--- config.mk ---
export PLATFORM = sky130hd
export DESIGN_NAME = bus_datapath
export DESIGN_NICKNAME = d
export VERILOG_FILES = /design/src/rtl/bus_datapath.sv
export SDC_FILE = /design/constraint.sdc
export NUM_CORES = 1
export LEC_CHECK = 0
export ABC_AREA = 1
export ABC_CLOCK_PERIOD_IN_PS = 2200
export BUFFER_PORTS_ARGS = -buffer_cell sky130_fd_sc_hd__buf_2
export CAP_MARGIN = 20
export CORE_MARGIN = 3
export CORE_UTILIZATION = 35
export DETAILED_ROUTE_END_ITERATION = 12
export PLACE_DENSITY_LB_ADDON = 0.12
export SETUP_SLACK_MARGIN = 0.1
export SYNTH_ARGS = -nofsm -noshare
export SYNTH_HDL_FRONTEND = slang
export SYNTH_SLANG_ARGS = --single-unit
export TNS_END_PERCENT = 20
--- constraint.sdc ---
create_clock -name clk -period 2.2 [get_ports clk]
set_input_delay 0.22 -clock clk [delete_from_list [all_inputs] [get_ports clk]]
set_output_delay 0.22 -clock clk [all_outputs]
set_load 0.05 [all_outputs]
--- src/rtl/bus_datapath.sv ---
// Register/bus datapath driven by per-register strobes from the beat controller.
// Sources are OR-ed onto a shared bus; concurrent drivers are flagged and counted.
module bus_datapath #(
  parameter int             DW      = 16,
  parameter int             AW      = 16,
  parameter int             IMM_W   = 8,
  parameter logic [DW-1:0]  SP_INIT = 16'h0000,
  parameter int             CNT_W   = 8
) (
  input  logic             clk,
  input  logic             reset,
  input  logic             idr_0,
  input  logic             idr_1,
  input  logic             idr_bp,
  input  logic             idr_sp,
  input  logic             edr_0,
  input  logic             edr_1,
  input  logic             edr_bp,
  input  logic             edr_sp,
  input  logic             iir,
  input  logic             eir,
  input  logic             imar,
  input  logic             emar,
  input  logic             iaddr,
  input  logic             iram,
  input  logic             eram,
  input  logic             ialu,
  input  logic             ealu,
  input  logic             ipc,
  input  logic             epc,
  input  logic [DW-1:0]    alu_result,
  input  logic [DW-1:0]    ram_rdata,
  output logic [AW-1:0]    ram_addr,
  output logic [DW-1:0]    ram_wdata,
  output logic             ram_we,
  output logic [DW-1:0]    ir,
  output logic [DW-1:0]    alu_opnd,
  output logic [DW-1:0]    bus,
  output logic [AW-1:0]    pc,
  output logic             bus_conflict,
  output logic [CNT_W-1:0] conflict_cnt
);

  logic [DW-1:0]    r0_q, r1_q, bp_q, sp_q, ir_q, mar_q, alu_q;
  logic [DW-1:0]    r0_d, r1_d, bp_d, sp_d, ir_d, mar_d, alu_d;
  logic [AW-1:0]    ar_q, ar_d, pc_q, pc_d;
  logic             conf_q, conf_d;
  logic [CNT_W-1:0] cnt_q, cnt_d;

  logic [DW-1:0]    bus_val;
  logic [DW-1:0]    imm_ext;
  logic [8:0]       src_en;
  logic             multi_src;
  logic             conflict_now;

  assign imm_ext = {{(DW-IMM_W){1'b0}}, ir_q[IMM_W-1:0]};
  assign src_en  = {edr_0, edr_1, edr_bp, edr_sp, eir, emar, eram, ealu, epc};
  // Clearing the lowest set bit leaves something only if two or more are set.
  assign multi_src    = |(src_en & (src_en - 9'd1));
  assign conflict_now = multi_src | (iram & iir);

  always_comb begin
    bus_val = '0;
    if (edr_0)  bus_val = bus_val | r0_q;
    if (edr_1)  bus_val = bus_val | r1_q;
    if (edr_bp) bus_val = bus_val | bp_q;
    if (edr_sp) bus_val = bus_val | sp_q;
    if (eir)    bus_val = bus_val | imm_ext;
    if (emar)   bus_val = bus_val | mar_q;
    if (eram)   bus_val = bus_val | ram_rdata;
    if (ealu)   bus_val = bus_val | alu_result;
    if (epc)    bus_val = bus_val | DW'(pc_q);
  end

  always_comb begin
    r0_d   = idr_0  ? bus_val : r0_q;
    r1_d   = idr_1  ? bus_val : r1_q;
    bp_d   = idr_bp ? bus_val : bp_q;
    sp_d   = idr_sp ? bus_val : sp_q;
    ir_d   = iir    ? ram_rdata : ir_q;
    mar_d  = imar   ? bus_val : mar_q;
    ar_d   = iaddr  ? AW'(bus_val) : ar_q;
    alu_d  = ialu   ? bus_val : alu_q;
    pc_d   = ipc    ? pc_q + {{(AW-1){1'b0}}, 1'b1} : pc_q;
    conf_d = conf_q | conflict_now;
    cnt_d  = cnt_q;
    if (conflict_now && (cnt_q != {CNT_W{1'b1}}))
      cnt_d = cnt_q + {{(CNT_W-1){1'b0}}, 1'b1};
  end

  always_ff @(posedge clk or negedge reset) begin
    if (!reset) begin
      r0_q   <= '0;
      r1_q   <= '0;
      bp_q   <= '0;
      sp_q   <= SP_INIT;
      ir_q   <= '0;
      mar_q  <= '0;
      ar_q   <= '0;
      pc_q   <= '0;
      alu_q  <= '0;
      conf_q <= 1'b0;
      cnt_q  <= '0;
    end else begin
      r0_q   <= r0_d;
      r1_q   <= r1_d;
      bp_q   <= bp_d;
      sp_q   <= sp_d;
      ir_q   <= ir_d;
      mar_q  <= mar_d;
      ar_q   <= ar_d;
      pc_q   <= pc_d;
      alu_q  <= alu_d;
      conf_q <= conf_d;
      cnt_q  <= cnt_d;
    end
  end

  // Fetch owns the RAM port: address comes from PC and any store is dropped.
  assign ram_addr     = iir ? pc_q : ar_q;
  assign ram_wdata    = bus_val;
  assign ram_we       = iram & ~iir;
  assign bus          = bus_val;
  assign ir           = ir_q;
  assign alu_opnd     = alu_q;
  assign pc           = pc_q;
  assign bus_conflict = conf_q;
  assign conflict_cnt = cnt_q;

endmodule

* Yosys cells after proc, flatten, opt, wreduce, memory -nomap -nowiden
Index checks and enable logic that the tools add are counted.
** Cells by class
- Divide/modulo/power cells :: 0
- Shift-type cells :: 0
- Add/subtract/negate cells :: 3
- Reduce and logical (&&, ||, !) cells :: 2
- Bitwise logic cells :: 14
- Multiply operators :: 0
- Multiplexer cells :: 10
- Equality and inequality tests :: 1
- $lt $le $gt $ge :: 0
** Operators with widths (number)
- 16-bit two-way mux :: 10
- 16-bit bitwise OR :: 7
- 16-bit by 1-bit adder with 16-bit output (second input constant) :: 1
- 16-bit by 8-bit bitwise OR with 16-bit output :: 1
- 9-bit bitwise AND :: 1
- 9-bit OR reduction :: 1
- 9-bit by 1-bit subtractor with 9-bit output (second input constant) :: 1
- 8-bit by 1-bit adder with 8-bit output (second input constant) :: 1
- 8-bit != test (second input constant) :: 1
- 1-bit bitwise AND :: 2
- 1-bit bitwise OR :: 2
- 1-bit logical AND :: 1
- 1-bit NOT :: 1
** Storage, ports and cells
- Logic and storage cells :: 41
- Bits in read-only memories :: 0
- Memories :: 0
- Input bits :: 53
- Latch bits :: 0
- Register bits after elaboration :: 153
- Memory bits (writable) :: 0

* Logic depth before layout (Yosys ltp)
- Depth in word-level cells :: 17
- Mapped depth :: 10
- Mapped depth without buffers :: 9

* Least setup slack after synthesis
OpenSTA, ideal clock, no wires.
- Path type :: flip-flop to output port
- From :: register pc_q[14], in the netlist pc[14]
- To :: output port ram_wdata[14]
- Data required time :: 1980 ps
- Arrival time :: 1747 ps
- Cell stages (with the launch flop) :: 6
- Buffers on the path :: 1
- Slack :: 233 ps
- Path through :: dfrtp_1 > inv_1 > o21ai_0 > a21oi_1 > nand4_2 > buf_4
** Between the ends
- Word-level cells in the longest chain between the ends :: 2
** Ends and longest elaborated chain
- start: declaration :: RTL line 46 : logic [AW-1:0] ar_q, ar_d, pc_q, pc_d;
- start signal: assignment :: RTL line 112 : pc_q <= pc_d;
- 16-bit bitwise OR :: RTL line 72 : if (epc) bus_val = bus_val | DW'(pc_q);
- 16-bit two-way mux :: RTL line 72
- end: declaration :: RTL line 34 : output logic [DW-1:0] ram_wdata,
Every way passes these cells.

* Worst setup path after layout
- From :: register pc_q[7], in the netlist pc[7]
- To :: output port ram_wdata[7]
The elaborated chain is that of the path after synthesis.

==> metrics.cfg <==
[outcome]
status = complete, no violations

[cts]
cts_sinks = 153
cts_buffers = 17
insertion_delay_ps = 430
clk_pin_slew_ps = 60
cts_setup_buffers = 0
clockBufferDepth = 2
cts.htree.levels = 4
cts_tree = done
cts-root-buf = clkbuf_16

[timing]
drv_slew = 0
final.setup.worst_slack_ps = 118
setup_viol = 0
skew_ps = 14.9
worst_pin_slew_ps = 607
rsz0062_at_grt = true
worst_slew_margin_rel = 0.595
hold_viol = 0
fmax_mhz = 480
period_share = 0.946
fin_tns_setup_ps = 0
min_period_ps = 2080

[power]
leakagePower_nw = 4.72
vdd_drop_max_uv = 449
cellPowerDensity_mw_per_mm2 = 1020

[routing]
vias = 6393
initialDrtViolationCount = 467
route.detailed.drc = 0
wl_per_cell_um = 17.1
first_pass_iters = 5
antenna_left = 0
drt_wl_total_um = 22900
vias_per_cell = 4.77

[setup_path]
path_buf_inv = 2
cp-start-kind = register
cpLargestDelayFamily = buffers and inverters
crit_path_cell_trace = inv_1, o21ai_0, a21oi_1, nand3_2, buf_2
cp_slowest_stage_delay_ps = 430
worst-path-max-fanout = 9
slowest_stage = dfrtp_1
critPathArrivalTime_ps = 1860
worstPathRequired_ps = 1980
path_depth = 5
crit_type = register to primary output
worstSetupEndpointType = primary output
reg2reg_depth = 6

[placed_design]
place_area_mm2 = 0.00840
hpwlAfterDp_um = 16300
gp_congestion = 0.811
portBuffers = 158
dp_slack_ps = 420

[global_routing]
antenna_found_initial = 0
track_usage = 0.200
grt_first_pass_wirelength_um = 36600
grt_pass1_vias = 6157
grt-ovfl-total = 0
grt_max_degree = 51

[hold_path]
holdPathStages = 2
min_path_type = input port to register

[floorplanning]
coreArea_mm2 = 0.0206
die_y_um = 152
num_rows = 52
fp.dieW_um = 152
dieArea_mm2 = 0.0231
pin_count = 159
initial_core_util = 0.362

[synth]
syn-num-nets = 975
muxShareOfSynthArea = 0.0257
synth.distinct_cells = 36
ys_warn_count = 0
synth_area_per_cell_um2 = 8.10
synthAdderAreaFrac = 0.00336
synthCells = 920
synth_top_family_by_area = simple AND/OR/NAND/NOR gates
ys_seq_area_frac = 0.514
synth-simple-area-share = 0.315
synth_xor_area_frac = 0.0200
synth_compound_gate_area_share = 0.0548
synth_area_mm2 = 0.00745
synth-seq-cells = 153

[final_layout]
final_design_area_no_fill_mm2 = 0.00904
drive_above_1_share = 0.241
num_antenna_cells = 0
nets = 1112
utilization = 0.440
synthToLayoutAreaGrowth_pct = 21.4

[run]
drv_cap = 0

power breakdown:
group          total [mW]  switching (mW)  internal [mW]  leakage (nW)
combinational        2.68            1.99          0.685          2.75
clock                2.97            1.18           1.79         0.284
sequential           3.53           0.355           3.18          1.69
total                9.18            3.53           5.65          4.72
repair_timing:
action                                 4_1_cts  5_1_grt
pin swaps                                    0        1
endpoints found under the hold margin       39        0
hold buffers                                 1        0
setup endpoints to repair                    4       16
gates resized for setup                      1        3
area by class of cell:
cell class | instances | area (µm²)
Tap cell | 270 | 338
Clock buffer | 22 | 484
Timing Repair Buffer | 176 | 972
Fill cell | 2126 | 11500
Inverter | 40 | 150
Multi-Input combinational cell | 669 | 3150
Clock inverter | 10 | 118
Sequential cell | 153 | 3830
worst paths after layout:
| kind | slack (ps) | end | startpoint |
|---|---|---|---|
| max | 120 | ram_wdata[7] | pc[7] |
| min | 50 | ir[6] | ram_rdata[6] |
| max reg2reg | 590 | pc[12] | pc[0] |
| min reg2reg | 460 | bus_conflict | bus_conflict |
| max in group asynchronous | 1280 | alu_opnd[6] | reset |
| min in group asynchronous | 290 | pc[3] | reset |
metrics by stage:
step / instances / total power [mW] / hold slack [ps]
5_1_grt: 1340 / 9.68 / 48.4
3_5_place_dp: 1307 / 6.27 / 182
4_1_cts: 1340 / 9.26 / 35.2
2_1_floorplan: 920 / 5.51 / -75.6
3_3_place_gp: 1307 / 6.26 / 183
6_report: 1340 / 9.18 / 52.2
Yosys cell counts, drive strengths merged:
master  number  area share
nand3       31       0.028
o21ai       15       0.010
nor2        39       0.023
xnor2        2      0.0024
a221oi       4      0.0064
or2          2      0.0017
ha           2      0.0034
clkbuf      13      0.0066
a31oi        6      0.0050
mux2        17       0.026
a22o         7      0.0082
inv         40       0.020
xor2        15       0.018
o22ai        1     0.00084
nor3         3      0.0042
dfrtp      153        0.51
buf         45       0.040
nand2      479        0.24
nand4       10       0.015
a21oi       36       0.024
state kept, by name, indices dropped and copies added, names as in the netlist:
name,flops
alu_opnd,16
r1_q,16
bp_q,16
conflict_cnt,8
bus_conflict,1
pc,16
ir,16
r0_q,16
sp_q,16
mar_q,16
ar_q,16
logic make-up (layout without fill, tap and decap cells):
kind of cell / after synthesis / count (layout)
DFF: 153 / 153
xor gates and xnor gates: 17 / 17
AOI/OAI and AO/OA: 69 / 69
muxes: 17 / 17
buffers and inverters: 98 / 248
and+or+nand+nor: 564 / 564
adders and majority gates: 2 / 2
worst register-to-register path, cell delays in order, from the launching register on:
cell     delay [ps]
dfrtp_1         490
ha_1            220
nand3_1         100
nor3_2          370
nand2_1         110
xor2_1          150
inv_1            50
placed cells by master, fill, tap and decap left out, types with 3 or more instances in the layout:
cell type   netlist  layout
nand2_1         475     475
buf_2             9     157
dfrtp_1         153     153
inv_1            35      35
a21oi_1          36      35
nor2_1           34      34
nand3_1          22      22
mux2_2           17      17
clkbuf_16         0      17
xor2_1           15      15
buf_4            18      14
o21ai_0          13      13
nand3_2           8       8
a22o_1            7       7
a31oi_1           6       6
inv_2             5       5
nand4_4           1       4
clkbuf_8          0       4
clkinvlp_4        0       4
nand2_2           3       3
nor2_2            3       3
nand4_2           6       3
nand4_1           3       3
buf_12            0       3
layer usage:
| metal | up-vias | part of all wire | track usage |
|---|---|---|---|
| met5 | - | 0 | 0 |
| met1 | 3032 | 0.50 | 0.304 |
| met2 | 208 | 0.42 | 0.288 |
| met3 | 17 | 0.061 | 0.0464 |
| li1 | 3136 | - | - |
| met4 | 0 | 0.012 | 0.0475 |
(Power assumes the default switching activity.)
